$ cat config.mk
export PLATFORM = sky130hd
export DESIGN_NAME = enc8_3_seq
export DESIGN_NICKNAME = d
export VERILOG_FILES = /design/src/rtl/enc8_3_seq.sv
export SDC_FILE = /design/constraint.sdc
export NUM_CORES = 1
export LEC_CHECK = 0
export ABC_AREA = 1
export BUFFER_PORTS_ARGS = -buffer_cell sky130_fd_sc_hd__buf_2
export CAP_MARGIN = 20
export CORE_ASPECT_RATIO = 0.9
export CORE_MARGIN = 5
export CORE_UTILIZATION = 55
export CTS_BUF_LIST = sky130_fd_sc_hd__clkbuf_4 sky130_fd_sc_hd__clkbuf_8
export DETAILED_ROUTE_END_ITERATION = 10
export PLACE_DENSITY = 0.85
export SYNTH_ARGS = -nofsm -noshare
export SYNTH_HDL_FRONTEND = slang
export SYNTH_SLANG_ARGS = --single-unit
$ cat constraint.sdc
create_clock -name clk -period 9.4 [get_ports clk]
set_input_delay 1.41 -clock clk [delete_from_list [all_inputs] [get_ports clk]]
set_output_delay 1.41 -clock clk [all_outputs]
set_load 0.1 [all_outputs]
$ cat src/rtl/enc8_3_seq.sv
// enc8_3_seq: sequential 8-to-3 priority encoder with a pending-event register.
// Every bit loaded through A is remembered until its code has been handed to
// the consumer; codes are offered one at a time with a valid/ready handshake.
//
// state | meaning
// IDLE  | nothing pending, valid low, Y keeps the last code offered
// OFFER | Y holds a pending bit's index, waiting for ready
module enc8_3_seq #(
  parameter int PRIO_HIGH = 1
) (
  input  logic       clk,
  input  logic       rst_n,
  input  logic       load,
  input  logic [7:0] A,
  input  logic       ready,
  output logic [2:0] Y,
  output logic       valid,
  output logic [3:0] pend_cnt,
  output logic       dup
);

  typedef enum logic {
    IDLE  = 1'b0,
    OFFER = 1'b1
  } state_t;

  state_t     state;
  logic [7:0] pending;
  logic       xfer;
  logic [7:0] xfer_mask;
  logic [7:0] kept;
  logic [7:0] pending_next;

  // Index of the bit that wins priority within v (0 when v is empty).
  function automatic logic [2:0] prio_idx(input logic [7:0] v);
    logic [2:0] idx;
    idx = 3'd0;
    if (PRIO_HIGH != 0) begin
      for (int i = 0; i < 8; i++) begin
        if (v[i]) idx = 3'(i);
      end
    end else begin
      for (int i = 7; i >= 0; i--) begin
        if (v[i]) idx = 3'(i);
      end
    end
    return idx;
  endfunction

  // Number of set bits in v.
  function automatic logic [3:0] popcount(input logic [7:0] v);
    logic [3:0] n;
    n = 4'd0;
    for (int i = 0; i < 8; i++) begin
      n = n + 4'(v[i]);
    end
    return n;
  endfunction

  // Next pending set: drop the bit handed over this edge, then merge the new load.
  always_comb begin
    xfer      = (state == OFFER) && ready;
    xfer_mask = 8'h00;
    if (xfer) xfer_mask[Y] = 1'b1;
    kept         = pending & ~xfer_mask;
    pending_next = kept | (load ? A : 8'h00);
  end

  // Handshake FSM with all outputs registered; the offered code only moves on a transfer.
  always_ff @(posedge clk or negedge rst_n) begin
    if (!rst_n) begin
      state    <= IDLE;
      pending  <= 8'h00;
      Y        <= 3'd0;
      valid    <= 1'b0;
      pend_cnt <= 4'd0;
      dup      <= 1'b0;
    end else begin
      pending  <= pending_next;
      pend_cnt <= popcount(pending_next);
      // A bit cleared by this edge's transfer is not a duplicate if reloaded.
      dup      <= load && ((A & kept) != 8'h00);
      case (state)
        IDLE: begin
          if (pending_next != 8'h00) begin
            state <= OFFER;
            valid <= 1'b1;
            Y     <= prio_idx(pending_next);
          end
        end
        OFFER: begin
          if (xfer) begin
            if (pending_next != 8'h00) begin
              Y <= prio_idx(pending_next);
            end else begin
              state <= IDLE;
              valid <= 1'b0;
            end
          end
        end
        default: begin
          state <= IDLE;
          valid <= 1'b0;
        end
      endcase
    end
  end

endmodule

==> run summary, run 1 <==
For the total routing usage reported by global routing, the log shows 0.175. Number of cells on the worst reg-to-reg path: 13. The worst register-to-register path begins at Y[0]$_DFFE_PN0P_. The count of buffers inserted at the top-level ports came out at 20. The count of final hold-check violations was 0.

Tracing the worst setup path back leads to its startpoint at ready. STA puts the critical path data required time at 9.58 ns. The number of hold buffers added after CTS came out at 0. The signal on the critical path passes through buf_2, nand2_2, nor2_2, nand2_1, nand2_1, inv_2, a21oi_1, fa_1, fa_1, fa_1, inv_1, ha_1, inv_1, fa_1, xnor2_1. The number of nets still failing antenna checks after routing is 0. Setup repair after global routing left no endpoint under its margin. Detailed placement ended at an HPWL of 1.87 mm.

The die covers 0.00306 mm². The multiplexer area fraction after synthesis came out at 0. Area fraction in compound gates after synthesis: 0.0921. During I/O placement, the number of pins put on the boundary was 21. STA classifies the critical path startpoint as a primary input. CTS saw 18 sinks.

TritonCTS built the clock tree. The fraction of the mapped netlist area in adder cells was 0.115; the final total power was 327 µW. Share of the synthesized area in the top cell type: 0.400.

The setup check on the worst reg-to-reg path leaves a slack of 5.96 ns. The run gives 0 as the overall overflow remaining after global route. During synthesis, Yosys emitted a total of 0 warnings.

From bottom edge to top edge, the die measures 53.0 µm. After global routing, the most crowded layer is met2. The number of placement rows is 15, and the x dimension of the die is 57.7 µm. The tools report the share of the core filled with cells as 0.666. Of all nets on the critical path, the largest fanout is 4.

In the final timing run, aggregate negative setup slack is 0 ns. For this design, the slowest cell found on the critical path is sky130_fd_sc_hd__fa_1. The run gives 0.674 as the worst slew margin relative to its limit. Class of the tightest hold or removal check: flop to flop. The power per unit of standard cell area is 254 mW/mm², and the buffers inserted during post-CTS setup optimization is 0. The via count of the first global-routing pass came out at 950. The logs give 0.000703 µW for the cell leakage power and 0.00193 mm² for the area of the core. Hold timing on the final database bottoms out at a slack of 0.537 ns. The fraction of layout instances using a drive strength above 1 was 0.333. The H-tree depth is 1.

The delay contributed by the slowest stage of the critical path was 0.51 ns; the post-synthesis instance area was 0.00113 mm². Synthesis handed over a netlist of 133 instances. Ranked by total cell area, the synthesized netlist is headed by sky130_fd_sc_hd__dfrtp_1 40%, sky130_fd_sc_hd__nand2_1 12%, sky130_fd_sc_hd__inv_1 8.3%.

The number of buffers added by the clock tree synthesis step was 3; the sequential element share of the synthesized area was 0.400. The worst register-to-register path ends at pend_cnt[2]$_DFF_PN0_. After detailed placement, the total cell area comes to 0.00125 mm². The number of nets in the synthesized netlist is 153. The synthesis-stage register bit count was 18; the fraction of synthesized cell area in xor and xnor cells was 0.00777.

The fraction of the cycle the final worst path needs works out to 0.452. At the pin with the least slew margin, the transition time is 0.493 ns. The first routing iteration left 22 violations. Gates resized during post-CTS repair numbered 0. The congestion estimate from routability-driven global placement came to 0.809. The clock latency on the worst-skew pair is 0.29 ns, and the synthesized area per cell is 8.48 µm². The first-pass GRT wire length was 4.05 mm. Setup violations remaining at the end of the flow were counted as 0. For this run, design rule violations remaining after detail routing come to 0.

The run gives 0.583 as the starting density of the core. The classification of the worst setup path was primary input to flop. The pre-antenna-repair detailed-routing pass consisted of 4 iterations. Kind of capture point of the worst setup path: a flop. The deepest clock path buffer count is 2, and the largest net degree at the start of global routing is 19. The area growth from synthesis to layout is 14.2%. After clock tree synthesis, the clock-pin slew on the worst setup and hold paths is 0.10 ns. The tools report the worst clock skew as 0.00579 ns. Startpoint of the lowest-slack hold path: pending[1]$_DFF_PN0_.

After layout, the minimum clock period comes to 4.25 ns. The max-capacitance violation count came out at 0. The fraction of met2 tracks used by global routing was 0.318; the area of all placed cells without fillers was 0.00129 mm².

The run gives 23 as the distinct cell type count after synthesis. The count of vias placed by the detailed router came out at 898. The cell type contributing the most total cell area after synthesis was sky130_fd_sc_hd__dfrtp_1. The flow ran to the end, and the final reports show no timing, DRC or antenna violations. The cell occurring most often along the worst timing path is sky130_fd_sc_hd__fa_1. For the worst setup path, the data arrival time is 4.43 ns. After detailed routing, the number of vias per cell comes to 4.96. The worst voltage drop across the vdd grid was 0.000264 V. The total of fill cells in the finished design came out at 159. The largest family of logic cells by synthesized area was simple AND/OR/NAND/NOR gates.

The run gives 177 as the number of nets in the layout. Derived from the worst setup path, the maximum achievable clock frequency is 235 MHz. The final antenna diode count was 0; the average detailed-routed wire length per instance was 12.5 µm. The tools report the met3 routing resource usage after global routing as 0.0366. The most critical setup path has its endpoint at pend_cnt[2]$_DFF_PN0_. Post-synthesis simple-gate area fraction: 0.282. The tools report the initial antenna violation count as 0. After detailed routing, the total wire length is 2.26 mm. The met1 track utilization from global routing came out at 0.200. Max-slew violation total from the final report: 0. The cell sitting at the root of the clock tree is a sky130_fd_sc_hd__clkbuf_4.
-- routing by layer --
layer | up-vias | share of wire | wire [µm]
met5 | - | 0 | 0
met4 | 0 | 0.030 | 68
met3 | 9 | 0.053 | 120
met2 | 20 | 0.51 | 1150
met1 | 430 | 0.41 | 927
li1 | 439 | - | -
-- power breakdown --
part | internal (µW) | switching, µW
registers | 93.6 | 6.36
logic | 43.2 | 137
clock network | 23.6 | 23.7
-- cell usage in the layout, fill, tap and decap left out, types with 2 or more instances in the layout --
master,n
sky130_fd_sc_hd__nand2_4,3
sky130_fd_sc_hd__dfrtp_1,18
sky130_fd_sc_hd__nor2_2,3
sky130_fd_sc_hd__o21ai_0,2
sky130_fd_sc_hd__nand3_1,3
sky130_fd_sc_hd__a21boi_2,2
sky130_fd_sc_hd__o21ai_2,4
sky130_fd_sc_hd__nor2_4,4
sky130_fd_sc_hd__ha_1,4
sky130_fd_sc_hd__a21oi_1,2
sky130_fd_sc_hd__nor2_1,5
sky130_fd_sc_hd__nand2_2,6
sky130_fd_sc_hd__nand2_1,37
sky130_fd_sc_hd__inv_2,4
sky130_fd_sc_hd__inv_1,25
sky130_fd_sc_hd__buf_2,20
sky130_fd_sc_hd__clkbuf_4,3
sky130_fd_sc_hd__fa_1,4
-- cell type report --
type,count,area [µm²],area share
Sequential cell,18,450,0.350
Clock buffer,4,36.3,0.0282
Tap cell,25,31.3,0.0243
Timing Repair Buffer,20,100,0.0777
Multi-Input combinational cell,85,561,0.435
Inverter,29,109,0.0845
-- how the worst min path moves through the flow --
stage	to	slack, ns	cells after the start
global route	pending[5]$_DFF_PN0_	0.57	2
CTS	pending[1]$_DFF_PN0_	0.53	2
detailed placement	pending[1]$_DFF_PN0_	0.51	2
finish	pending[1]$_DFF_PN0_	0.54	2
global placement	valid$_DFFE_PN0P_	0.50	2
floorplan	pending[1]$_DFF_PN0_	0.48	2
-- worst max-delay path, delay by kind of cell --
family	cells	cell delay, ns
simple gates	4	0.40
xor+xnor	1	0.14
fa+ha+maj	5	1.96
buf+inv	4	0.25
compound gates	1	0.26
-- cells by family (layout without fill, tap and decap cells) --
family | after synthesis | after routing
and+or+nand+nor | 62 | 62
buffers and inverters | 30 | 53
DFF | 18 | 18
AOI/OAI and AO/OA | 14 | 14
adders and majority gates | 8 | 8
xor gates and xnor gates | 1 | 1
-- per-stage QoR --
step	std cells	setup slack [ns]
CTS	181	5.13
global route	181	4.97
finish	181	5.15
detailed placement	177	4.86
global placement	177	4.94
floorplan	133	5.18
-- synth_stat cells, drive strengths merged --
| library cell | n |
|---|---|
| nand2 | 46 |
| inv | 29 |
| dfrtp | 18 |
| nor2 | 12 |
| o21ai | 7 |
| fa | 4 |
| ha | 4 |
| nand3 | 4 |
| a21oi | 3 |
| a21boi | 2 |
| a31oi | 1 |
| buf | 1 |
| o22ai | 1 |
| xnor2 | 1 |
-- sequential cells by signal, summed over array words and instances (netlist names) --
| signal | cells |
|---|---|
| pend_cnt | 4 |
| valid | 1 |
| dup | 1 |
| pending | 8 |
| state | 1 |
| Y | 3 |
Note: power is estimated with default switching activity, not from simulation.
==> run 2, diff against run 1 <==
==> constraint.sdc (replaced) <==
create_clock -name clk -period 4.3 [get_ports clk]
set_input_delay 0.645 -clock clk [delete_from_list [all_inputs] [get_ports clk]]
set_output_delay 0.645 -clock clk [all_outputs]
set_load 0.1 [all_outputs]
==> run 2 against run 1 <==
  * Clock skew hardly changed
  * Critical path type unchanged
  * Global-route usage is 0.16 points lower
  * Non-clock buffer count stayed put
  * Die area stayed put
  * Combinational power is 120% higher
  * Largest cell class unchanged
==> run summary, run 2 (synthesis gave the netlist of run 1 again) <==
The run gives 181 as the non-filler instance count after layout. Based on the critical path, the design can be clocked at up to 286 MHz. The worst voltage drop across the vdd grid was 0.000496 V. Wire length on met2: 1.18 mm. The number of placed instances, taps included, is 177. The x dimension of the die works out to 57.7 µm. Number of nets in the layout: 177. The top routing layer in use is met4. The largest net degree at the start of global routing came out at 19. The DRC violation count after routing was 0; the transition time at the pin with the least slew margin was 0.490 ns. The run gives 1 as the H-tree depth. For flop-to-flop paths, the worst setup slack is 0.85 ns. The tools report the number of nets still failing antenna checks after routing as 0. The register with the most flip-flops in the final layout is pending.

The min-delay analysis places its worst path in the category primary input to asynchronous set/reset pin. The pre-antenna-repair detailed-routing pass consisted of 7 iterations. Leaving out fill and tap cells, the most frequent cells in the layout are 37 x sky130_fd_sc_hd__nand2_1, 25 x sky130_fd_sc_hd__inv_1, 20 x sky130_fd_sc_hd__buf_2. Fraction of the cycle the final worst path needs: 0.814. The tools report the post-cts sizing count as 0. The number of flip-flops under the largest register name works out to 8. The die height was 53.0 µm; the count of final hold-check violations was 0. After clock tree synthesis, the flow added hold-fix buffers numbering 0.

The highest net fanout along the worst path is 4, and the deepest clock path buffer count is 2. The fraction of layout instances using a drive strength above 1 came out at 0.333. TritonCTS built the clock tree. The routed design could run at a clock period as short as 3.50 ns. The critical path in this run is classified as primary input to flop. The final total negative setup slack was 0 ns. The later pin in the worst-skew pair is clocked with a latency of 0.30 ns. At the worst endpoint, the arrival time is 3.68 ns. For the total routing usage reported by global routing, the log shows 0.173. The placed wire-length estimate was 1.88 mm. The synthesis-to-finish area growth was 14.2%. Clock skew on the completed layout was measured at 0.00562 ns. The analysis attributes to cell leakage a power of 0.000703 µW. The overall overflow remaining after global route was 0.

The power per unit of standard cell area is 557 mW/mm². The library cell used most frequently in the layout, excluding fill and tap cells, is sky130_fd_sc_hd__nand2_1. The run gives 0.809 as the final weighted congestion in routability-driven placement. The worst setup path is launched from a primary input. For the worst slew margin relative to its limit, the log shows 0.676.

The run gives 21 as the number of I/O pins. For the starting density of the core, the log shows 0.583. The tools report the initial antenna violation count as 0. The logs give 0.00306 mm² for the total die area and 931 for the via count of the first global-routing pass.

Post-CTS timing repair inserted 0 buffers for setup. The initialized floorplan defines 15 standard-cell rows. The average via count per standard cell came out at 4.96. After filler insertion, the fill cell instance count of the layout stands at 169. The count of buffers inserted at the top-level ports came out at 20. The number of clock buffers added by TritonCTS is 3.

The first global-routing pass estimated 3.94 mm of wire. The run gives 0.00193 mm² as the area of the core. The max-slew violation total from the final report is 0, and the total wirelength of the detailed-routed design is 2.28 mm. The wire length on met1 was 931 µm; the required time at the endpoint of the critical path was 4.48 ns. Setup repair after global routing left no endpoint under its margin. In the final layout, the registers with the most flip-flops are pending: 8 flops, pend_cnt: 4 flops, Y: 3 flops. The run finished with clean final reports.

The kind of capture point of the worst setup path was a flop. The final route contains 898 vias. After detailed routing, the average wire length per cell comes to 12.6 µm.

Wire segments on met3 add up to 103 µm in the final route. The clock slew seen by the registers of the worst setup and hold paths came out at 0.10 ns. The tree is rooted in a sky130_fd_sc_hd__clkbuf_4. Setup violations remaining at the end of the flow were counted as 0.

The first routing iteration left 34 violations. The tools report the max-capacitance violation count as 0. The logs give 18 for the number of clock sinks and 0 for the final antenna diode count.
==> run 2: cell counts in the layout (fill, tap and decap cells not counted) <==
Identical to the previous run, type by type.
==> run 2: worst paths after layout <==
path,cells past startpoint,from,to
setup reg to reg,13,Y[0]$_DFFE_PN0P_,pend_cnt[2]$_DFF_PN0_
setup / recovery,15,ready,pend_cnt[2]$_DFF_PN0_
max in group asynchronous,1,rst_n,pending[6]$_DFF_PN0_
hold / removal,1,rst_n,pending[4]$_DFF_PN0_
min in group clk,2,valid$_DFFE_PN0P_,valid$_DFFE_PN0P_
hold reg to reg,2,valid$_DFFE_PN0P_,valid$_DFFE_PN0P_
==> run 2: metal layers <==
| metal | global-route usage | vias up |
|---|---|---|
| met3 | 0.0317 | 7 |
| met2 | 0.321 | 22 |
| met4 | 0.0849 | 0 |
| met5 | 0 | - |
| li1 | - | 443 |
| met1 | 0.189 | 426 |
==> run 2: report_power, final <==
group	leakage (µW)	total [µW]	internal, µW	switching (µW)
sequential	0.000188	219	205	14.2
combinational	0.000494	394	94.9	299
clock	0.0000210	104	51.6	52.8
==> run 2: area by class of cell <==
type	instances	area [µm²]	area share
clock buffer	4	36.3	0.0282
multi-input combinational	85	561	0.435
tap	25	31.3	0.0243
timing repair buffer	20	100	0.0777
inverter	29	109	0.0845
sequential	18	450	0.350
==> run 2: through the flow <==
stage	power [µW]	hold slack (ns)	area [µm²]	worst slack, ns	util
finish	717	0.259	1290	0.802	0.666
global route	773	0.290	1290	0.631	0.666
CTS	725	0.269	1290	0.797	0.666
detailed placement	620	0.504	1250	0.480	0.647
global placement	605	0.497	1250	0.608	0.647
floorplan	542	0.349	1130	0.560	-
==> run 2: critical path, cell delays in order <==
cell	delay (ns)
sky130_fd_sc_hd__buf_2	0.10
sky130_fd_sc_hd__nand2_2	0.08
sky130_fd_sc_hd__nor2_2	0.17
sky130_fd_sc_hd__nand2_1	0.07
sky130_fd_sc_hd__nand2_1	0.07
sky130_fd_sc_hd__inv_2	0.04
sky130_fd_sc_hd__a21oi_1	0.28
sky130_fd_sc_hd__fa_1	0.50
sky130_fd_sc_hd__fa_1	0.51
sky130_fd_sc_hd__fa_1	0.41
sky130_fd_sc_hd__inv_1	0.07
sky130_fd_sc_hd__ha_1	0.16
sky130_fd_sc_hd__inv_1	0.06
sky130_fd_sc_hd__fa_1	0.37
sky130_fd_sc_hd__xnor2_1	0.14
